==> src/rtl/clk_div_pkg.sv <==
// ---------------------------------------------------------------------------
// clk_div_pkg
// Shared definitions for the multi-channel clock divider:
//   MODE_TOGGLE / MODE_PULSE : per-channel output mode encodings
//   CW_DEF / DIV_RST_DEF     : default counter width and reset divisor
//   sel_w()                  : width of the channel-select field for n channels
// ---------------------------------------------------------------------------
package clk_div_pkg;

    localparam logic MODE_TOGGLE = 1'b0;
    localparam logic MODE_PULSE  = 1'b1;

    localparam int          CW_DEF      = 26;
    localparam int unsigned DIV_RST_DEF = 25_000_000;

    // A single channel still needs a 1-bit select port.
    function automatic int sel_w(input int n);
        return (n > 1) ? $clog2(n) : 1;
    endfunction

endpackage

==> src/rtl/clk_div_ch.sv <==
// ---------------------------------------------------------------------------
// clk_div_ch
// One divider channel: counter, active (and optionally shadow) divisor,
// toggle level and terminal-count strobe. Every output is a flop.
//
// Optional build macro: CLK_DIV_SYNC_LOAD_EN
//   defined   : writes land in a shadow register and become active at the
//               next terminal count (the current period completes unchanged)
//   undefined : writes replace the active divisor at once and restart the
//               count from zero; the toggle level is kept
//
// Ports:
//   clk_50M  in   system clock
//   reset    in   asynchronous active-low reset
//   en       in   count enable; 0 holds cnt/tog and forces tick low
//   mode     in   0 = toggle (f_out is 50 % square), 1 = pulse (f_out = tick)
//   wr       in   divisor write strobe for this channel
//   div_val  in   divisor value (0 behaves as 1)
//   f_out    out  square wave or strobe, per mode
//   tick     out  one-cycle strobe at each terminal count
// ---------------------------------------------------------------------------
module clk_div_ch
    import clk_div_pkg::*;
#(
    parameter int          CW      = CW_DEF,
    parameter int unsigned DIV_RST = DIV_RST_DEF
)(
    input  logic          clk_50M,
    input  logic          reset,
    input  logic          en,
    input  logic          mode,
    input  logic          wr,
    input  logic [CW-1:0] div_val,
    output logic          f_out,
    output logic          tick
);

    localparam logic [CW-1:0] DIV_INIT = CW'(DIV_RST);

    // A divisor of zero would never reach terminal count; run it as /1.
    function automatic logic [CW-1:0] sat_div(input logic [CW-1:0] d);
        return (d == '0) ? {{(CW-1){1'b0}}, 1'b1} : d;
    endfunction

    logic [CW-1:0] cnt, cnt_nx;
    logic [CW-1:0] div_act, act_nx;
    logic [CW-1:0] d_last;
    logic          tog, tog_nx;
    logic          tick_r, tick_nx;
    logic          f_out_r;
    logic          term;

`ifdef CLK_DIV_SYNC_LOAD_EN
    logic [CW-1:0] div_shd, shd_nx;
`endif

    // '>=' rather than '==' so that a divisor shrinking below the current
    // count still ends the period on the next edge instead of wrapping.
    always_comb begin
        d_last = sat_div(div_act) - 1'b1;
        term   = (cnt >= d_last);
    end

    always_comb begin
        cnt_nx  = cnt;
        tog_nx  = tog;
        tick_nx = 1'b0;
        act_nx  = div_act;
`ifdef CLK_DIV_SYNC_LOAD_EN
        shd_nx  = div_shd;
`endif
        if (en) begin
            if (term) begin
                cnt_nx  = '0;
                tick_nx = 1'b1;
                tog_nx  = ~tog;
            end else begin
                cnt_nx  = cnt + 1'b1;
            end
        end
`ifdef CLK_DIV_SYNC_LOAD_EN
        if (wr) begin
            shd_nx = div_val;
        end
        // A write arriving on the boundary itself is taken directly.
        if (en && term) begin
            act_nx = wr ? div_val : div_shd;
        end
`else
        // Immediate load: the new period starts from this edge.
        if (wr) begin
            act_nx  = div_val;
            cnt_nx  = '0;
            tick_nx = 1'b0;
            tog_nx  = tog;
        end
`endif
    end

    always_ff @(posedge clk_50M or negedge reset) begin
        if (!reset) begin
            cnt     <= '0;
            tog     <= 1'b0;
            tick_r  <= 1'b0;
            f_out_r <= 1'b0;
            div_act <= DIV_INIT;
`ifdef CLK_DIV_SYNC_LOAD_EN
            div_shd <= DIV_INIT;
`endif
        end else begin
            cnt     <= cnt_nx;
            tog     <= tog_nx;
            tick_r  <= tick_nx;
            div_act <= act_nx;
            // Mode is sampled here so f_out stays a flop output.
            f_out_r <= (mode == MODE_PULSE) ? tick_nx : tog_nx;
`ifdef CLK_DIV_SYNC_LOAD_EN
            div_shd <= shd_nx;
`endif
        end
    end

    assign f_out = f_out_r;
    assign tick  = tick_r;

endmodule

==> src/rtl/clk_div_multi.sv <==
// ---------------------------------------------------------------------------
// clk_div_multi
// NCH independent programmable clock-enable generators for the display path
// (scan multiplex, blink, seconds tick). Outputs are enables, not clocks.
//
// Optional build macro: CLK_DIV_SYNC_LOAD_EN (glitch-free divisor reload at
// terminal count; see clk_div_ch).
//
// Ports:
//   clk_50M  in   50 MHz system clock
//   reset    in   asynchronous active-low reset
//   en       in   [NCH]  per-channel count enable
//   mode     in   [NCH]  per-channel mode: 0 toggle, 1 pulse
//   div_we   in   divisor write strobe (one cycle)
//   div_sel  in   [SW]   target channel; values >= NCH are ignored
//   div_val  in   [CW]   divisor value
//   f_out    out  [NCH]  per-channel square wave or strobe
//   tick     out  [NCH]  per-channel terminal-count strobe
// ---------------------------------------------------------------------------
module clk_div_multi
    import clk_div_pkg::*;
#(
    parameter int          NCH     = 2,
    parameter int          CW      = CW_DEF,
    parameter int unsigned DIV_RST = DIV_RST_DEF,
    localparam int         SW      = sel_w(NCH)
)(
    input  logic           clk_50M,
    input  logic           reset,
    input  logic [NCH-1:0] en,
    input  logic [NCH-1:0] mode,
    input  logic           div_we,
    input  logic [SW-1:0]  div_sel,
    input  logic [CW-1:0]  div_val,
    output logic [NCH-1:0] f_out,
    output logic [NCH-1:0] tick
);

    for (genvar i = 0; i < NCH; i++) begin : g_ch
        logic wr;

        // Matching only indices that exist makes out-of-range selects a
        // no-op without a separate bounds compare.
        assign wr = div_we && (div_sel == SW'(i));

        clk_div_ch #(
            .CW      (CW),
            .DIV_RST (DIV_RST)
        ) u_ch (
            .clk_50M (clk_50M),
            .reset   (reset),
            .en      (en[i]),
            .mode    (mode[i]),
            .wr      (wr),
            .div_val (div_val),
            .f_out   (f_out[i]),
            .tick    (tick[i])
        );
    end

endmodule

==> config.mk <==
export PLATFORM = sky130hd
export DESIGN_NAME = clk_div_multi
export DESIGN_NICKNAME = d
export VERILOG_FILES = /design/src/rtl/clk_div_pkg.sv /design/src/rtl/clk_div_ch.sv /design/src/rtl/clk_div_multi.sv
export SDC_FILE = /design/constraint.sdc
export NUM_CORES = 1
export LEC_CHECK = 0
export BUFFER_PORTS_ARGS = -buffer_cell sky130_fd_sc_hd__buf_2
export CORE_MARGIN = 4
export CORE_UTILIZATION = 56
export CTS_CLUSTER_SIZE = 12
export DETAILED_ROUTE_END_ITERATION = 12
export GPL_TIMING_DRIVEN = 0
export PLACE_DENSITY_LB_ADDON = 0.12
export SYNTH_ARGS = -nofsm -noshare
export SYNTH_HDL_FRONTEND = slang
export SYNTH_SLANG_ARGS = --single-unit
==> constraint.sdc <==
create_clock -name clk_50M -period 4.57 [get_ports clk_50M]
set_clock_uncertainty 0.05 [all_clocks]
set_input_delay 0.2285 -clock clk_50M [delete_from_list [all_inputs] [get_ports clk_50M]]
set_output_delay 0.2285 -clock clk_50M [all_outputs]
set_load 0.005 [all_outputs]
# == Word-level counts from Yosys, hierarchy flattened ==
# Index checks and enable logic that the tools add are counted.
# word_totals
regBits,110
input_bits,34
output_inout_bits,4
word_cells,47
# op_classes
add_sub_neg,4
order_cmp,2
muxes,22
n_bitwise,3
n_reduce_logical,6
# op_table
cell,n
$mux 26,8
$add 26x1->26 const B,2
$ge 26x26->1,2
$logic_not 26->1,2
$sub 26x1->26 const B,2
$mux 1,14
$reduce_bool 2->1,2
$not 1->1,3
$logic_and 1x1->1,2

# == Depth between registers and ports, before layout ==
# Gate-level depths: netlist of run 1.
# logic_depth
ltp_word,8
mapped_depth,18
depth_no_buf,17

# == Hierarchy ==
# From an unflattened synthesis of run 1, not the netlist that was laid out.
# hier_totals
cells_unflattened,785
hier_area_um2,7467.2
# by_module_without_submodules
module,n_inst,cells_per_inst,area_per_inst_um2,seq_area_each_um2
clk_div_ch at g_ch[1].u_ch,1,408,3866.2,1391.3
clk_div_ch at g_ch[0].u_ch,1,375,3584.7,1391.3
clk_div_multi,1,2,16.3,0.0

# == Least setup slack after synthesis of run 1 ==
# OpenSTA, ideal clock, no wires.
# synth_path
path_kind,reg2reg
startpoint,register g_ch[0].u_ch.div_act[9]
endpoint,register g_ch[0].u_ch.cnt[23]
setup_ns,0.137
t_arrival_ns,4.321
required_ns,4.383
slack_ns,0.062
stages_incl_launch_ff,19
n_path_buf,1
period_less_slack_ns,4.508
cell_sequence,dfrtp_1 > or4_4 > nor4b_4 > or3b_1 > nor2b_1 > ha_1 > nand4_1 > nor3_1 > nand2_1 > nor3_1 > xnor2_1 > ha_1 > nand3_1 > or4_1 > a211oi_1 > o41ai_2 > a21oi_1 > buf_2 > nor3_1
# synth_via
elab_chain_len,7
# synth_lines
element,line_no,text
from (decl),clk_div_ch.sv:46,"logic [CW-1:0] div_act, act_nx;"
from (signal assigned),clk_div_ch.sv:114,div_act <= act_nx;
$logic_not 26->1,clk_div_ch.sv:42,"return (d == '0) ? {{(CW-1){1'b0}}, 1'b1} : d;"
$mux 26 (*),clk_div_ch.sv:42,
$sub 26x1->26 (*),clk_div_ch.sv:60,d_last = sat_div(div_act) - 1'b1;
$ge 26x26->1 (*),clk_div_ch.sv:61,term = (cnt >= d_last);
$mux 26 (*),clk_div_ch.sv:73,if (term) begin
$mux 26 (*),clk_div_ch.sv:72,if (en) begin
$mux 26 (*),clk_div_ch.sv:91,if (wr) begin
to (signal assigned),clk_div_ch.sv:111,cnt <= cnt_nx;
to (decl),clk_div_ch.sv:45,"logic [CW-1:0] cnt, cnt_nx;"
# Mark *: on every way between the ends. The rest lies on a longest branch, timed or not. The select of a mux whose other input is x is not followed.
# A chain may end at the register's enable or synchronous reset.

# == Worst setup path in the final report of run 1 ==
# layout_path
startpoint,register g_ch[0].u_ch.div_act[9]
endpoint,register g_ch[0].u_ch.tog
# layout_via
elab_chain_len,7
# layout_lines
element,line_no,text
$logic_not 26->1,clk_div_ch.sv:42,
$mux 26 (*),clk_div_ch.sv:42,
$sub 26x1->26 (*),clk_div_ch.sv:60,
$ge 26x26->1 (*),clk_div_ch.sv:61,
$mux 1 (*),clk_div_ch.sv:73,
$mux 1 (*),clk_div_ch.sv:72,
$mux 1 (*),clk_div_ch.sv:91,
via g_ch[0].u_ch.tog_nx,clk_div_ch.sv:48,"logic tog, tog_nx;"
to (signal assigned),clk_div_ch.sv:112,tog <= tog_nx;
to (decl),clk_div_ch.sv:48,
# The timed path passes the listed nets; every way through them passes the cells marked *.

==> impl_metrics.json, run 1 <==
{
  "viasPerCell": 6.08,
  "cts.sinks": 110,
  "dieWidth_um": 121,
  "power_per_cell_area_mw_per_mm2": 291,
  "r2r_end": "g_ch[0].u_ch.tog",
  "ir_worst_vdd_uv": 251,
  "core-area_mm2": 0.0122,
  "reg2reg_slack_ps": -180,
  "synth-main-ff-cell": "dfrtp_1",
  "drv_cap": 0,
  "fin_ws_ps": -178,
  "path_clk_slew_ps": 80,
  "maxSlewViolCount": 0,
  "syn_avg_cell_area_um2": 9.31,
  "drive_gt1_frac": 0.260,
  "max_freq_mhz": 211,
  "end_kind": "flip-flop",
  "hold_end": "g_ch[1].u_ch.div_act[19]",
  "synth_cells": 762,
  "gp_congestion": 0.891,
  "critPathTopFamily": "simple AND/OR/NAND/NOR gates",
  "ys_seq_area_frac": 0.392,
  "portBuffers": 37,
  "ys_top_cells_by_area": "dfrtp_1 (30%), ha_1 (9.9%), dfstp_2 (8.9%)",
  "finalWirelength_um": 18600,
  "synth_nets": 852,
  "synth_area_mm2": 0.00709,
  "clock_latency_ps": 370,
  "diodes": 0,
  "synthArstFlopShare": 1.00,
  "dp.cells": 968,
  "power_mw": 2.53,
  "cts_tree": "done",
  "wire_per_inst_um": 18.1,
  "synth_top_area_share": 0.303,
  "start_util": 0.581,
  "vias": 6257,
  "cts_htree_levels": 3,
  "overflow": 0,
  "ys_ff_latch": 110,
  "crit_start": "g_ch[0].u_ch.div_act[9]",
  "critPathMaxStageDelay_ps": 580,
  "rr_worst_depth": 19,
  "fin_crit_ps": 4750,
  "fin_crit_sh": 1.04,
  "fin_hold_ws_ps": 18.7,
  "drtIter0Drc": 500,
  "syn_to_final_growth_pct": 22.6,
  "start_kind": "flip-flop",
  "setup_violations": 43,
  "tns_ps": -3650,
  "min_from": "div_val[19]",
  "nFillCells": 955,
  "arrival_ps": 4980,
  "drt_pass1_iterations": 6,
  "worst-slew-pin-transition_ps": 999,
  "grt_start_max_net_pins": 77,
  "yosysWarnings": 0,
  "timing.max_slew.rel_slack": 0.334,
  "status": "finished, violations left",
  "die_h_um": 121,
  "rsz0062_at_grt": "true",
  "hold_path.class": "primary input to flip-flop",
  "synth_edf_count": 0,
  "hold_depth": 3,
  "postRouteAntennaNets": 0,
  "num_io_pins": 38,
  "drc": 0,
  "hpwlAfterDp_um": 12500,
  "critPathSlowestCell": "or4_4",
  "grtUsageTotal": 0.257,
  "synth_cell_types": 53,
  "dp_slack_ps": -1250,
  "power.leakage_nw": 3.80,
  "path_class": "flip-flop to flip-flop",
  "violations": "negative setup slack",
  "design_area_mm2": 0.00869,
  "grt_pass1_wl_um": 29900,
  "utilization": 0.712,
  "cp_cell_sequence": "or4_4, nor4b_4, or3b_4, nor2b_4, ha_4, nand4_1, nor3_4, nand2_2, nor4_2, xnor2_1, ha_1, nand2_2, or4_4, a21oi_2, a211oi_4, buf_4, a211oi_2, buf_4, xor2_1",
  "r2r-start": "g_ch[0].u_ch.div_act[9]",
  "clk_path_buf_depth": 2,
  "cp_max_fo": 4,
  "antenna_found_initial": 0,
  "crit_buf_inv": 2,
  "cts_root_buffer": "clkbuf_16",
  "grt_pass1_vias": 6088,
  "cts_buffers": 9,
  "rows": 40,
  "synth_area_leader_cell": "dfrtp_1",
  "fin_nets": 946,
  "hold_viol_final": 0,
  "postPlaceCellArea_mm2": 0.00752,
  "die-area_mm2": 0.0145,
  "required_ps": 4810,
  "layout.cells.non_filler": 1029
}
tightest hold or removal path, cell delays in order:
cell,delay (ps)
buf_2,110
nand2_1,50
nand2_1,40
final cells by class:
class / count / area (um2) / share of cell area
multi-input cells: 613 / 4600 / 0.530
well taps: 168 / 210 / 0.0242
flip-flops and latches: 110 / 2780 / 0.320
repair buffers: 83 / 607 / 0.0698
inverters: 9 / 33.8 / 0.00389
plain buffers: 30 / 173 / 0.0199
clock buffers: 11 / 233 / 0.0268
clock inverters: 5 / 50.0 / 0.00576
routing by layer:
metal	wire length, um	share of wire	track usage	vias up
met5	0	0	0	-
met4	318	0.017	0.0694	0
met3	1120	0.060	0.0547	29
met2	8610	0.46	0.390	210
met1	8580	0.46	0.373	3097
li1	-	-	-	2921
timing repair:
| action | in CTS | in global routing |
|---|---|---|
| gates resized for setup | 48 | 65 |
| pin swaps | 25 | 44 |
| endpoints found under the hold margin | 34 | 0 |
| hold buffers | 1 | 0 |
| setup buffers | 20 | 19 |
| setup endpoints to repair | 58 | 58 |
| gates cloned | 2 | 3 |
Yosys cell counts, types with 8 or more instances:
library cell and n:
nand2_1 126, dfrtp_1 86, nor3_1 59, ha_1 56, xor2_1 43, xnor2_1 38
nor2_1 36, a21oi_1 34, nand3_1 31, nand4_1 31, mux2_2 30, dfstp_2 24
clkbuf_1 21, and3_1 13, nor4_1 13, a21o_1 10, inv_1 9, nor2b_1 8
o21ai_0 8, or3_1 8
cells in the final DEF, fill, tap and decap left out, drive strengths merged, types with 7 or more instances in the layout:
master / synthesis / routed
o21ai: 8 / 8
nor2b: 8 / 8
or4: 7 / 7
nand3: 31 / 31
nor3: 59 / 59
nor2: 36 / 36
xnor2: 38 / 38
xor2: 43 / 43
mux2: 30 / 30
clkbuf: 21 / 30
dfrtp: 86 / 86
nor4: 15 / 15
buf: 9 / 93
a21o: 10 / 10
inv: 9 / 9
nand4: 31 / 31
dfstp: 24 / 24
nand2: 126 / 126
ha: 56 / 56
or3: 8 / 8
a21oi: 34 / 34
and3: 13 / 13
power by group:
group	switching [mW]	internal [mW]	total, mW
Clock	0.367	0.422	0.789
Combinational	0.285	0.248	0.533
Sequential	0.124	1.08	1.21
Total	0.776	1.75	2.53
sequential cells by signal (all words and copies together), names as in the netlist:
signal / count
g_ch.u_ch.f_out: 2
g_ch.u_ch.div_act: 52
g_ch.u_ch.tog: 2
g_ch.u_ch.tick: 2
g_ch.u_ch.cnt: 52
cells by family (layout without fill, tap and decap cells):
kind of cell | Yosys count | count (layout) | synth area share
adders and majority gates | 56 | 56 | 0.0988
AOI/OAI and AO/OA | 80 | 80 | 0.0753
DFF | 110 | 110 | 0.392
buffers and inverters | 39 | 138 | 0.0231
xor gates and xnor gates | 81 | 81 | 0.100
muxes | 30 | 30 | 0.0476
and+or+nand+nor | 366 | 366 | 0.263
worst max path at each step:
stage / end / slack, ps / cells past startpoint
after CTS: g_ch[0].u_ch.cnt[5] / -130 / 18
final: g_ch[0].u_ch.tog / -180 / 19
after floorplan: g_ch[0].u_ch.cnt[23] / 60 / 18
after global routing: g_ch[0].u_ch.tog / -310 / 18
after detailed placement: g_ch[1].u_ch.cnt[15] / -1250 / 16
after global placement: g_ch[1].u_ch.cnt[8] / -1170 / 16
Power figures use the tool's default switching activity.
==> run 2: changes to the inputs <==
--- a/config.mk
+++ b/config.mk
@@ -14,4 +14,5 @@
 export PLACE_DENSITY_LB_ADDON = 0.12
 export SYNTH_ARGS = -nofsm -noshare
 export SYNTH_HDL_FRONTEND = slang
+export SYNTH_HIERARCHICAL = 1
 export SYNTH_SLANG_ARGS = --single-unit
==> run 2 against run 1 <==
Effect of this change: critical path depth did not move; maximum frequency is 6.1% higher; final area shrank 0.40%; cell count increased by 0.19%; the run now ends clean; setup slack better by 270 ps; first-iteration DRC count is 1.6% higher; register-to-register slack better by 270 ps; total power grew 33%; largest power group unchanged; core utilization fell by 3.7 points; largest cell class unchanged; hold slack better by 47 ps.
==> impl_metrics.json, run 2 <==
{
  "clk_path_buf_depth": 2,
  "timing.max_slew.rel_slack": 0.518,
  "design_area_mm2": 0.00866,
  "drtIter0Drc": 508,
  "maxSlewViolCount": 0,
  "end_kind": "flip-flop",
  "postRouteAntennaNets": 0,
  "grt_start_max_net_pins": 76,
  "setup_violations": 0,
  "synth_nets": 875,
  "wire_per_inst_um": 18.8,
  "ys_seq_area_frac": 0.373,
  "grt_pass1_wl_um": 31200,
  "antenna_found_initial": 0,
  "drc": 0,
  "cts_htree_levels": 3,
  "num_io_pins": 38,
  "hpwlAfterDp_um": 14000,
  "hold_path.class": "primary input to flip-flop",
  "power.leakage_nw": 3.51,
  "worst-slew-pin-transition_ps": 718,
  "reg_top3": "g_ch.u_ch/cnt (52), g_ch.u_ch/div_act (52)",
  "grt_pass1_vias": 6347,
  "gp_congestion": 0.978,
  "synth_area_leader_cell": "dfrtp_1",
  "path_class": "flip-flop to flip-flop",
  "core-area_mm2": 0.0128,
  "cp_max_fo": 5,
  "synth-main-ff-cell": "dfrtp_1",
  "die_h_um": 123,
  "synth_area_mm2": 0.00747,
  "vias": 6412,
  "synth_commonest_cells": "dfrtp_1 (86), nand2_1 (84), ha_1 (56)",
  "synth_cells": 785,
  "ir_worst_vdd_uv": 244,
  "ys_ff_latch": 110,
  "dieWidth_um": 123,
  "start_kind": "flip-flop",
  "synthArstFlopShare": 1.00,
  "fin_nets": 944,
  "fin_crit_ps": 4470,
  "path_clk_slew_ps": 80,
  "hold_viol_final": 0,
  "start_util": 0.582,
  "post-synth-top-count-cell": "dfrtp_1",
  "rsz0062_at_grt": "true",
  "ys_top_cells_by_area": "dfrtp_1 (29%), ha_1 (9.4%), dfstp_2 (8.4%)",
  "grtUsageTotal": 0.260,
  "cts_buffers": 9,
  "required_ps": 4780,
  "drv_cap": 0,
  "synth_edf_count": 0,
  "layout_common_cells": "nand2_1 (83), dfrtp_1 (83), ha_1 (54), mux2_2 (50), nand3_1 (48)",
  "tns_ps": 0,
  "syn_to_final_growth_pct": 16.0,
  "drive_gt1_frac": 0.260,
  "arrival_ps": 4680,
  "synth_top_area_share": 0.288,
  "overflow": 0,
  "max_freq_mhz": 223,
  "viasPerCell": 6.22,
  "synth_cell_types": 74,
  "cts.sinks": 110,
  "drt_pass1_iterations": 7,
  "finalWirelength_um": 19400,
  "power_per_cell_area_mw_per_mm2": 388,
  "diodes": 0,
  "clock_latency_ps": 360,
  "cts_root_buffer": "clkbuf_16",
  "power_mw": 3.36,
  "rows": 41,
  "portBuffers": 37,
  "yosysWarnings": 6,
  "postPlaceCellArea_mm2": 0.00790,
  "die-area_mm2": 0.0152,
  "nFillCells": 1048,
  "syn_avg_cell_area_um2": 9.51,
  "utilization": 0.675,
  "status": "completed",
  "cts_tree": "done",
  "fin_crit_sh": 0.979
}
-- run 2: per-layer routing --
metal | part of all wire | track usage | vias up
met2 | 0.53 | 0.471 | 176
li1 | - | - | 3058
met3 | 0.038 | 0.0499 | 56
met4 | 0.033 | 0.109 | 0
met5 | 0 | 0 | -
met1 | 0.40 | 0.299 | 3122
-- run 2: cell families after synthesis --
logic type	Yosys count	synth area share
fa+ha+maj	56	0.0938
compound gates	138	0.129
flops	110	0.373
xor+xnor	48	0.0563
mux	51	0.0769
simple gates	327	0.243
buf+inv	55	0.0288
-- run 2: final cells by class --
class                      count  area [um2]  share of cell area
buffer                        30         145              0.0168
clock buffer                  10         229              0.0264
clock inverter                 6        77.6             0.00896
inverter                      24        90.1              0.0104
multi-input combinational    620        4720               0.545
sequential                   110        2790               0.322
tap                          172         215              0.0249
timing repair buffer          59         393              0.0454
-- run 2: worst paths after layout --
kind / startpoint / endpoint / slack (ps) / cells past startpoint
hold reg to reg: g_ch[0].u_ch/tog / g_ch[0].u_ch/tog / 430 / 1
max in group asynchronous: reset / g_ch[0].u_ch/div_act[12] / 3370 / 3
setup / recovery: g_ch[0].u_ch/div_act[10] / g_ch[0].u_ch/cnt[3] / 100 / 19
min in group asynchronous: reset / g_ch[1].u_ch/f_out / 330 / 2
hold / removal: div_val[5] / g_ch[1].u_ch/div_act[5] / 70 / 2
setup reg to reg: g_ch[0].u_ch/div_act[10] / g_ch[0].u_ch/cnt[3] / 100 / 19
-- run 2: critical path: stages, from the launching register on --
cell and delay, ps:
dfrtp_2 430, or4_4 590, nor3_4 230, and3_4 230
a21oi_2 70, ha_2 180, nand2b_1 120, nand2b_4 190
nor4_4 70, buf_4 130, xnor2_1 120, ha_1 290
nand4_1 150, or4_4 570, a21oi_4 180, a2111oi_4 90
buf_4 190, buf_4 140, a21o_1 140, a32o_1 190
-- run 2: through the flow --
stage	hold WS, ps	worst slack, ps	std cells
floorplan	-117	134	785
global placement	403	-675	994
detailed placement	187	-836	995
CTS	55.8	47.8	1016
global route	57.3	-80.1	1031
finish	65.6	95.3	1031
-- run 2: power by group --
group          total, mW  switching [mW]  internal, mW  leakage, nW
clock network      0.833           0.396         0.437        0.147
registers           1.49           0.302          1.19         1.35
logic               1.03           0.528         0.500         2.01
total               3.36            1.23          2.13         3.51
-- run 2: timing repair --
action	4_1_cts	5_1_grt
gates cloned	0	1
resized for setup	18	45
endpoints found under the hold margin	33	0
pin swaps	5	14
endpoints found under the setup margin	30	58
buffers inserted	5	14
hold buffers	1	0
==> run 3: changes to the inputs <==
--- a/config.mk
+++ b/config.mk
@@ -5,14 +5,14 @@
 export SDC_FILE = /design/constraint.sdc
 export NUM_CORES = 1
 export LEC_CHECK = 0
+export ABC_AREA = 1
 export BUFFER_PORTS_ARGS = -buffer_cell sky130_fd_sc_hd__buf_2
 export CORE_MARGIN = 4
-export CORE_UTILIZATION = 56
+export CORE_UTILIZATION = 57
 export CTS_CLUSTER_SIZE = 12
 export DETAILED_ROUTE_END_ITERATION = 12
 export GPL_TIMING_DRIVEN = 0
 export PLACE_DENSITY_LB_ADDON = 0.12
 export SYNTH_ARGS = -nofsm -noshare
 export SYNTH_HDL_FRONTEND = slang
-export SYNTH_HIERARCHICAL = 1
 export SYNTH_SLANG_ARGS = --single-unit
==> run 3 against run 2 <==
Effect of this change: global-route usage fell by 1.2 points; wire length rose by 0.73%; core utilization fell by 4.1 points; first-iteration DRC count fell by 4.9%; area after synthesis rose by 7.5%; clock power fell by 4.8%; die area rose by 5.2%; non-clock buffer count fell by 28; critical path type unchanged; largest cell class unchanged; highest routed layer unchanged.
==> impl_metrics.json, run 3 <==
{
  "grt_pass1_wl_um": 32100,
  "synth_area_leader_cell": "dfrtp_1",
  "dp.cells": 1322,
  "synth_area_mm2": 0.00803,
  "rsz0062_at_grt": "false",
  "worst-slew-pin-transition_ps": 799,
  "start_util": 0.580,
  "rr_worst_depth": 25,
  "r2r-start": "g_ch[1].u_ch.div_act[16]",
  "overflow": 0,
  "layout.cells.non_filler": 1339,
  "hpwlAfterDp_um": 15300,
  "nFillCells": 1235,
  "ys_top_cells_by_area": "dfrtp_1 (27%), nand2_1 (12%), ha_1 (8.7%)",
  "drv_cap": 0,
  "synth_top_area_share": 0.268,
  "path_clk_slew_ps": 80,
  "wire_per_inst_um": 14.6,
  "drtIter0Drc": 483,
  "path_class": "flip-flop to flip-flop",
  "viasPerCell": 5.32,
  "crit_start": "g_ch[1].u_ch.div_act[16]",
  "vias": 7126,
  "status": "completed",
  "synth_commonest_cells": "nand2_1 (267), inv_1 (153), nor2_1 (118)",
  "layout_common_cells": "nand2_1 (267), inv_1 (153), nor2_1 (118), dfrtp_1 (86), nand3_1 (66)",
  "critPathSlowestCell": "dfstp_2",
  "postRouteAntennaNets": 0,
  "num_io_pins": 38,
  "synth_nets": 1194,
  "drive_gt1_frac": 0.121,
  "clk_path_buf_depth": 2,
  "grt_start_max_net_pins": 58,
  "hold_path.class": "primary input to flip-flop",
  "synth_cell_types": 41,
  "cp_max_fo": 10,
  "start_kind": "flip-flop",
  "finalWirelength_um": 19500,
  "max_freq_mhz": 244,
  "min_from": "mode[1]",
  "grtUsageTotal": 0.248,
  "die_h_um": 127,
  "cp_common_cell": "nand2_1",
  "ys_ff_latch": 110,
  "syn_to_final_growth_pct": 9.29,
  "fin_crit_ps": 4100,
  "ir_worst_vdd_uv": 208,
  "clock_latency_ps": 360,
  "critPathMaxStageDelay_ps": 620,
  "syn_avg_cell_area_um2": 7.27,
  "fin_crit_sh": 0.896,
  "dieWidth_um": 127,
  "die-area_mm2": 0.0160,
  "arrival_ps": 4330,
  "drt_pass1_iterations": 5,
  "ys_seq_area_frac": 0.347,
  "hold_depth": 3,
  "cts_tree": "done",
  "synth_cells": 1104,
  "setup_violations": 0,
  "synth-main-ff-cell": "dfrtp_1",
  "power_per_cell_area_mw_per_mm2": 293,
  "reg_top3": "g_ch.u_ch.cnt (52), g_ch.u_ch.div_act (52)",
  "drc": 0,
  "final_common_cell": "nand2_1",
  "yosysWarnings": 0,
  "cts.sinks": 110,
  "fin_ws_ps": 473,
  "synthArstFlopShare": 1.00,
  "end_kind": "flip-flop",
  "diodes": 0,
  "antenna_found_initial": 0,
  "core-area_mm2": 0.0138,
  "grt_pass1_vias": 6488,
  "required_ps": 4800,
  "fin_nets": 1244,
  "utilization": 0.634,
  "rows": 43,
  "tns_ps": 0,
  "gp_congestion": 0.959,
  "cts_htree_levels": 3,
  "dp_slack_ps": 435,
  "cts_root_buffer": "clkbuf_16",
  "power.leakage_nw": 4.29,
  "power_mw": 2.57,
  "synth_edf_count": 0,
  "portBuffers": 37,
  "timing.max_slew.rel_slack": 0.466,
  "maxSlewViolCount": 0,
  "post-synth-top-count-cell": "nand2_1",
  "hold_viol_final": 0,
  "cts_buffers": 9
}
run 3: changes by cell type in the layout (fill, tap and decap cells not counted), moves of 14 or more:
cell / change
nand2_1: +184
inv_1: +129
nor2_1: +75
o21ai_0: +57
mux2_2: -50
xor2_1: +25
o21ai_1: +22
a21oi_1: -19
nand3_1: +18
buf_4: -17
nor2_4: +15
nand2b_1: -14
xnor2_1: -14
run 3: path summary, 6_finish.rpt:
kind,slack [ps],to
worst max-delay path,470,g_ch[1].u_ch.cnt[5]
worst min-delay path,40,g_ch[1].u_ch.f_out
worst max register to register,470,g_ch[1].u_ch.cnt[5]
worst min register to register,460,g_ch[1].u_ch.div_act[20]
max in group asynchronous,3260,g_ch[1].u_ch.div_act[11]
min in group asynchronous,430,g_ch[1].u_ch.tick
run 3: kinds of logic after synthesis:
group                    share of synthesized area
AND/OR/NAND/NOR                              0.320
buffers and inverters                       0.0898
AO/OA/AOI/OAI                               0.0923
flip-flops                                   0.347
XOR/XNOR                                    0.0644
adder cells (fa/ha/maj)                     0.0873
run 3: timing repair:
item / CTS / global route
setup buffers: 0 / 0
endpoints found under the setup margin: 0 / 1
resized for setup: 0 / 1
hold buffers: 1 / 0
hold endpoints to repair: 53 / 0
run 3: metal layers:
layer / part of all wire / vias up / global-route usage / wire, um
met1: 0.48 / 3324 / 0.350 / 9340
met2: 0.46 / 128 / 0.402 / 9060
met4: 0.019 / 0 / 0.0719 / 378
li1: - / 3649 / - / -
met3: 0.038 / 25 / 0.0333 / 741
met5: 0 / - / 0 / 0
run 3: area by class of cell:
| type | count | area [um2] | share of cell area |
|---|---|---|---|
| clock buffer | 10 | 229 | 0.0261 |
| clock inverter | 6 | 61.3 | 0.00699 |
| sequential | 110 | 2780 | 0.317 |
| buffer | 22 | 111 | 0.0127 |
| tap | 180 | 225 | 0.0257 |
| timing repair buffer | 39 | 225 | 0.0257 |
| inverter | 162 | 609 | 0.0695 |
| multi-input combinational | 810 | 4530 | 0.516 |
run 3: metrics by stage:
step | cell area (um2) | hold WS, ps
detailed placement | 8470 | 289
floorplan | 8030 | -117
global route | 8770 | 43.7
global placement | 8440 | 401
CTS | 8770 | 24.0
finish | 8770 | 35.6
run 3: power breakdown:
group | switching, mW | leakage (nW) | internal (mW)
Clock | 0.406 | 0.144 | 0.387
Combinational | 0.348 | 2.75 | 0.218
Sequential | 0.126 | 1.39 | 1.08
run 3: worst max-delay path, delay by kind of cell (launching register included):
family | cells | cell delay, ps
buf+inv | 4 | 430
simple gates | 17 | 2090
xor+xnor | 1 | 200
fa+ha+maj | 2 | 500
flops | 1 | 620
compound gates | 1 | 120
